### src/rtl/counter_sequencer_pkg.sv
// Shared definitions for the counter sequencer: state encoding, the smallest
// legal period, and the step-index width derivation.
package counter_sequencer_pkg;

    // Sequencer states.
    typedef enum logic [1:0] {
        ST_IDLE  = 2'd0,
        ST_CLEAR = 2'd1,
        ST_RUN   = 2'd2
    } seq_state_e;

    // Periods below this are stored as this value.
    localparam int unsigned MIN_PERIOD = 2;

    // Step index width; a single-entry table still needs one bit.
    function automatic int unsigned step_width(input int unsigned steps);
        return (steps > 1) ? $clog2(steps) : 1;
    endfunction

endpackage

### src/rtl/counter_with_strobe.sv
// Event counter with terminal strobe and enable pacing.
//   clk, rst     : clock, synchronous active-high reset (clears count)
//   enable       : count one event; legal only while ready is high
//   reset_value  : period; strobe after this many enables, then restart
//   strobe       : one-cycle pulse in the cycle after the terminal enable
//   ready        : high once LATENCY idle cycles have passed since the last
//                  enable or reset
module counter_with_strobe #(
    parameter int unsigned WIDTH   = 8,
    parameter int unsigned LATENCY = 4
) (
    input  logic             clk,
    input  logic             rst,
    input  logic             enable,
    input  logic [WIDTH-1:0] reset_value,
    output logic             strobe,
    output logic             ready
);

    localparam int unsigned CW = (LATENCY > 0) ? $clog2(LATENCY + 1) : 1;

    logic [WIDTH-1:0] count;
    logic [CW-1:0]    cooldown;
    logic             terminal;

    // Greater-or-equal keeps a shrunk period from running past its end.
    assign terminal = (count >= (reset_value - WIDTH'(1)));
    assign ready    = (cooldown == '0);

    // Count, self-reload and pacing.
    always_ff @(posedge clk) begin
        if (rst) begin
            count    <= '0;
            cooldown <= CW'(LATENCY);
            strobe   <= 1'b0;
        end else begin
            strobe <= 1'b0;
            if (enable) begin
                cooldown <= CW'(LATENCY);
                if (terminal) begin
                    count  <= '0;
                    strobe <= 1'b1;
                end else begin
                    count <= count + WIDTH'(1);
                end
            end else if (cooldown != '0) begin
                cooldown <= cooldown - CW'(1);
            end
        end
    end

endmodule

### src/rtl/counter_sequencer.sv
// Runs a counter_with_strobe through a table of STEPS periods, turning event
// ticks into paced enables and reporting step and sequence completion.
//   clk, rst            : clock, synchronous active-high reset
//   cfg_we/addr/data    : period table write port (values < 2 stored as 2)
//   start, stop         : begin at step 0 (IDLE only) / abort (CLEAR, RUN)
//   loop_en             : at the last step's strobe, restart at step 0
//   tick                : event to be counted
//   busy                : not IDLE
//   step                : current step index
//   step_done, seq_done : completion pulses, valid in the strobe cycle
//   overrun             : sticky, a tick was dropped; cleared by start
module counter_sequencer
    import counter_sequencer_pkg::*;
#(
    parameter  int unsigned WIDTH   = 8,
    parameter  int unsigned LATENCY = 4,
    parameter  int unsigned STEPS   = 4,
    localparam int unsigned SW      = step_width(STEPS)
) (
    input  logic             clk,
    input  logic             rst,
    input  logic             cfg_we,
    input  logic [SW-1:0]    cfg_addr,
    input  logic [WIDTH-1:0] cfg_data,
    input  logic             start,
    input  logic             stop,
    input  logic             loop_en,
    input  logic             tick,
    output logic             busy,
    output logic [SW-1:0]    step,
    output logic             step_done,
    output logic             seq_done,
    output logic             overrun
);

    seq_state_e       state;
    logic [WIDTH-1:0] tbl [STEPS];
    logic [WIDTH-1:0] cur_period;
    logic [WIDTH-1:0] cfg_value;
    logic             pending;
    logic             last_step;
    logic [SW-1:0]    next_step;

    logic ctr_rst;
    logic ctr_enable;
    logic ctr_strobe;
    logic ctr_ready;

    assign cfg_value = (cfg_data < WIDTH'(MIN_PERIOD)) ? WIDTH'(MIN_PERIOD) : cfg_data;
    assign last_step = (step == SW'(STEPS - 1));
    assign next_step = last_step ? '0 : step + SW'(1);

    // Counter gating; the counter's own pacing keeps enable off in the
    // cycle after ctr_rst and in every strobe cycle.
    assign ctr_rst    = rst || (state == ST_CLEAR);
    assign ctr_enable = (state == ST_RUN) && pending && ctr_ready && !stop;

    assign busy      = (state != ST_IDLE);
    assign step_done = (state == ST_RUN) && ctr_strobe && !stop;
    assign seq_done  = step_done && last_step && !loop_en;

    // Sequencer state, step tracking, tick buffering and period table.
    always_ff @(posedge clk) begin
        if (rst) begin
            state      <= ST_IDLE;
            step       <= '0;
            pending    <= 1'b0;
            overrun    <= 1'b0;
            cur_period <= WIDTH'(MIN_PERIOD);
            for (int unsigned i = 0; i < STEPS; i++) begin
                tbl[i] <= WIDTH'(MIN_PERIOD);
            end
        end else begin
            // Table loads below read the pre-write value on a same-cycle write.
            if (cfg_we) begin
                tbl[cfg_addr] <= cfg_value;
            end

            case (state)
                ST_IDLE: begin
                    if (start) begin
                        state      <= ST_CLEAR;
                        step       <= '0;
                        cur_period <= tbl[0];
                        pending    <= 1'b0;
                        overrun    <= 1'b0;
                    end
                end

                ST_CLEAR: begin
                    if (stop) begin
                        state   <= ST_IDLE;
                        pending <= 1'b0;
                    end else begin
                        state <= ST_RUN;
                        if (tick) begin
                            pending <= 1'b1;
                            if (pending) begin
                                overrun <= 1'b1;
                            end
                        end
                    end
                end

                ST_RUN: begin
                    if (stop) begin
                        state   <= ST_IDLE;
                        pending <= 1'b0;
                    end else begin
                        // A tick alongside an enable refills the buffer.
                        if (tick) begin
                            pending <= 1'b1;
                        end else if (ctr_enable) begin
                            pending <= 1'b0;
                        end
                        if (tick && pending && !ctr_enable) begin
                            overrun <= 1'b1;
                        end
                        // Strobe cycle: the only point where the period changes.
                        if (ctr_strobe) begin
                            step       <= next_step;
                            cur_period <= tbl[next_step];
                            if (last_step && !loop_en) begin
                                state <= ST_IDLE;
                            end
                        end
                    end
                end

                default: begin
                    state   <= ST_IDLE;
                    pending <= 1'b0;
                end
            endcase
        end
    end

    counter_with_strobe #(
        .WIDTH   (WIDTH),
        .LATENCY (LATENCY)
    ) u_ctr (
        .clk         (clk),
        .rst         (ctr_rst),
        .enable      (ctr_enable),
        .reset_value (cur_period),
        .strobe      (ctr_strobe),
        .ready       (ctr_ready)
    );

endmodule

### config.mk
export PLATFORM = sky130hd
export DESIGN_NAME = counter_sequencer
export DESIGN_NICKNAME = d
export VERILOG_FILES = /design/src/rtl/counter_sequencer_pkg.sv /design/src/rtl/counter_with_strobe.sv /design/src/rtl/counter_sequencer.sv
export SDC_FILE = /design/constraint.sdc
export NUM_CORES = 1
export LEC_CHECK = 0
export CAP_MARGIN = 0
export CORE_ASPECT_RATIO = 0.75
export CORE_MARGIN = 2
export CORE_UTILIZATION = 60
export CTS_CLUSTER_SIZE = 25
export DETAILED_ROUTE_END_ITERATION = 6
export PLACE_DENSITY = 0.89
export REMOVE_ABC_BUFFERS = 1
export SKIP_LAST_GASP = 1
export SLEW_MARGIN = 0
export SYNTH_ARGS = -nofsm -noshare
export SYNTH_HDL_FRONTEND = slang
export SYNTH_SLANG_ARGS = --single-unit
### constraint.sdc
create_clock -name clk -period 3.5 [get_ports clk]
set_clock_uncertainty 0.05 [all_clocks]
set_input_delay 0.7 -clock clk [delete_from_list [all_inputs] [get_ports clk]]
set_output_delay 0.7 -clock clk [all_outputs]
set_load 0.05 [all_outputs]
==> results.sh <==
export IMPL_outcome="complete, no violations"
export IMPL_worstSetupStartpoint="state[0]$_SDFFE_PP0P_"
export IMPL_hold_buffers=0
export IMPL_arrival_ps=2340
export IMPL_worst_pin_slew_ps=744.0
export IMPL_synth_seq_area_share=0.4794
export IMPL_hold_path_startpoint="cur_period[5]$_SDFFE_PP0P_"
export IMPL_drive_gt1_frac=0.08187
export IMPL_rsz0062_at_grt="false"
export IMPL_antenna_found_initial=0
export IMPL_drtIter0Drc=217
export IMPL_min_period_over_period=0.8820
export IMPL_setup_tns_ps=0
export IMPL_cts_buffer_depth=2
export IMPL_wirelength_mm=6.636
export IMPL_die_area_um2=5747
export IMPL_min_period_ps=3087
export IMPL_synth_area_per_cell_um2=9.969
export IMPL_synth_seq_cells=58
export IMPL_final_util=0.7212
export IMPL_critPathTopFamily="buffers and inverters"
export IMPL_path_class="reg2out"
export IMPL_critical_path_cell_chain="inv_1 > ha_1 > nor3b_1 > clkdlybuf4s50_1"
export IMPL_grt_max_degree=27
export IMPL_max_freq_mhz=323.9
export IMPL_hold_worst_slack_ps=439.7
export IMPL_vias_per_cell=6.002
export IMPL_crit_buf_inv=2
export IMPL_r2r_start="cur_period[2]$_SDFFE_PP0P_"
export IMPL_core_area_um2=4927
export IMPL_layout_common_cells="edfxtp_1, and2_1, dfxtp_1"
export IMPL_critical_path_max_stage_delay_ps=830
export IMPL_holdCritPathClass="reg2reg"
export IMPL_grt_overflow_total=0
export IMPL_area_growth_pct=14.98
export IMPL_grt_pass1_vias=2357
export IMPL_ant_nets=0
export IMPL_vias=2413
export IMPL_start_kind="flip-flop"
export IMPL_async_flop_share=0
export IMPL_yosysWarnings=0
export IMPL_path_clk_slew_ps=70
export IMPL_boundaryPins=23
export IMPL_cp_end_kind="output port"
export IMPL_cts_buffers=9
export IMPL_setup_violations=0
export IMPL_clock_latency_ps=340
export IMPL_dr_pass1_iters=4
export IMPL_drc_errors=0
export IMPL_synth_cell_types=44
export IMPL_stdcell_count=402
export IMPL_routedWlPerCell_um=16.51
export IMPL_htreeDepth=3
export IMPL_path_max_fanout=17
export IMPL_post_place_cells=386
export IMPL_rows=22
export IMPL_pwr_density_cell_nw_per_um2=470.2
export IMPL_grt_pass1_wl_mm=11.12
export IMPL_hpwl_mm=4.779
export IMPL_crit_required_ps=2750
export IMPL_hold_viol_final=0
export IMPL_initial_core_util=0.6272
export IMPL_critPathSlowestCell="clkdlybuf4s50_1"
export IMPL_final_common_cell="edfxtp_1"
export IMPL_slew_violations=0
export IMPL_maxSlewHeadroom=0.5029
export IMPL_synth_edf_count=32
export IMPL_port_buffers=22
export IMPL_post_cts_resized=0
export IMPL_leakage_uw=0.001288
export IMPL_gp_congestion=0.9103
export IMPL_synth_cells=310
export IMPL_die_y_um=66.16
export IMPL_synth_main_ff_cell="edfxtp_1"
export IMPL_antenna_cells=0
export IMPL_grt_use_total=0.2614
export IMPL_syn_area_um2=3090
export IMPL_die_width_um=86.87
export IMPL_ir_worst_vdd_v=0.0002808
export IMPL_power_uw=1671
export IMPL_cts_tree="done"
export IMPL_clock_sinks=58
export IMPL_cap_violations=0
export IMPL_root_buffer="clkbuf_8"
export IMPL_num_nets_final=371
export IMPL_post_cts_setup_buffers=0
through the flow:
step,cell area [um^2],setup slack (ps)
6_report,3553,413.1
5_1_grt,3553,239.0
4_1_cts,3553,403.6
3_5_place_dp,3359,433.9
3_3_place_gp,3359,462.7
2_1_floorplan,3044,513.3
cell usage after synthesis, types with 7 or more instances:
cell / n / area (um^2)
nor2b_1: 12 / 75.07
o21ai_0: 14 / 70.07
ha_1: 17 / 212.7
and2_1: 27 / 168.9
xor2_1: 7 / 61.31
a211oi_1: 15 / 112.6
edfxtp_1: 32 / 960.9
nor3b_1: 11 / 82.58
nand2_1: 23 / 86.33
dfxtp_1: 26 / 520.5
nand3_1: 10 / 50.05
a21oi_1: 17 / 85.08
o211ai_1: 8 / 60.06
nor2_1: 19 / 71.32
inv_1: 12 / 45.04
area by class of cell:
| type | instances | area [um^2] |
|---|---|---|
| Tap cell | 60 | 75.07 |
| Multi-Input combinational cell | 231 | 1518 |
| Timing Repair Buffer | 25 | 240.2 |
| Inverter | 12 | 45.04 |
| Fill cell | 361 | 1374 |
| Clock buffer | 15 | 187.7 |
| Clock inverter | 1 | 6.256 |
| Sequential cell | 58 | 1481 |
power breakdown:
| group | leakage (uW) | total (uW) | switching (uW) | internal (uW) |
|---|---|---|---|---|
| combinational | 0.000663 | 273 | 157 | 117 |
| clock | 0.0000994 | 598 | 258 | 340 |
| sequential | 0.000525 | 799 | 28.6 | 771 |
state kept, by name, summed over array words and instances, names as in the netlist:
| signal | cells |
|---|---|
| u_ctr.count | 8 |
| step | 2 |
| state | 2 |
| tbl | 32 |
| u_ctr.strobe | 1 |
| cur_period | 8 |
| pending | 1 |
| overrun | 1 |
| u_ctr.cooldown | 3 |
cells by family after synthesis:
logic type / after synthesis / share of synthesized area
mux: 3 / 0.009717
compound gates: 69 / 0.1449
fa+ha+maj: 17 / 0.06882
flops: 58 / 0.4794
simple gates: 131 / 0.2364
xor+xnor: 11 / 0.03117
buf+inv: 21 / 0.02955
tightest hold or removal path, cell delays in order (launching register included):
cell,delay [ps]
dfxtp_1,330
nand2_1,60
a21oi_1,50
metal layers:
metal,routed length [um],vias up,track usage,part of all wire
li1,-,1182,-,-
met1,3090,1149,0.3471,0.47
met2,3041,70,0.3998,0.46
met3,404,12,0.06866,0.061
met4,99,0,0.1230,0.015
met5,0,-,0,0
path summary, 6_finish.rpt:
check | cells after the start | end | slack (ps)
setup reg to reg | 9 | u_ctr.count[0]$_SDFFE_PP0P_ | 800
setup / recovery | 4 | seq_done | 410
hold reg to reg | 2 | cur_period[5]$_SDFFE_PP0P_ | 440
hold / removal | 2 | cur_period[5]$_SDFFE_PP0P_ | 440
Note: power is estimated with default switching activity, not from simulation.
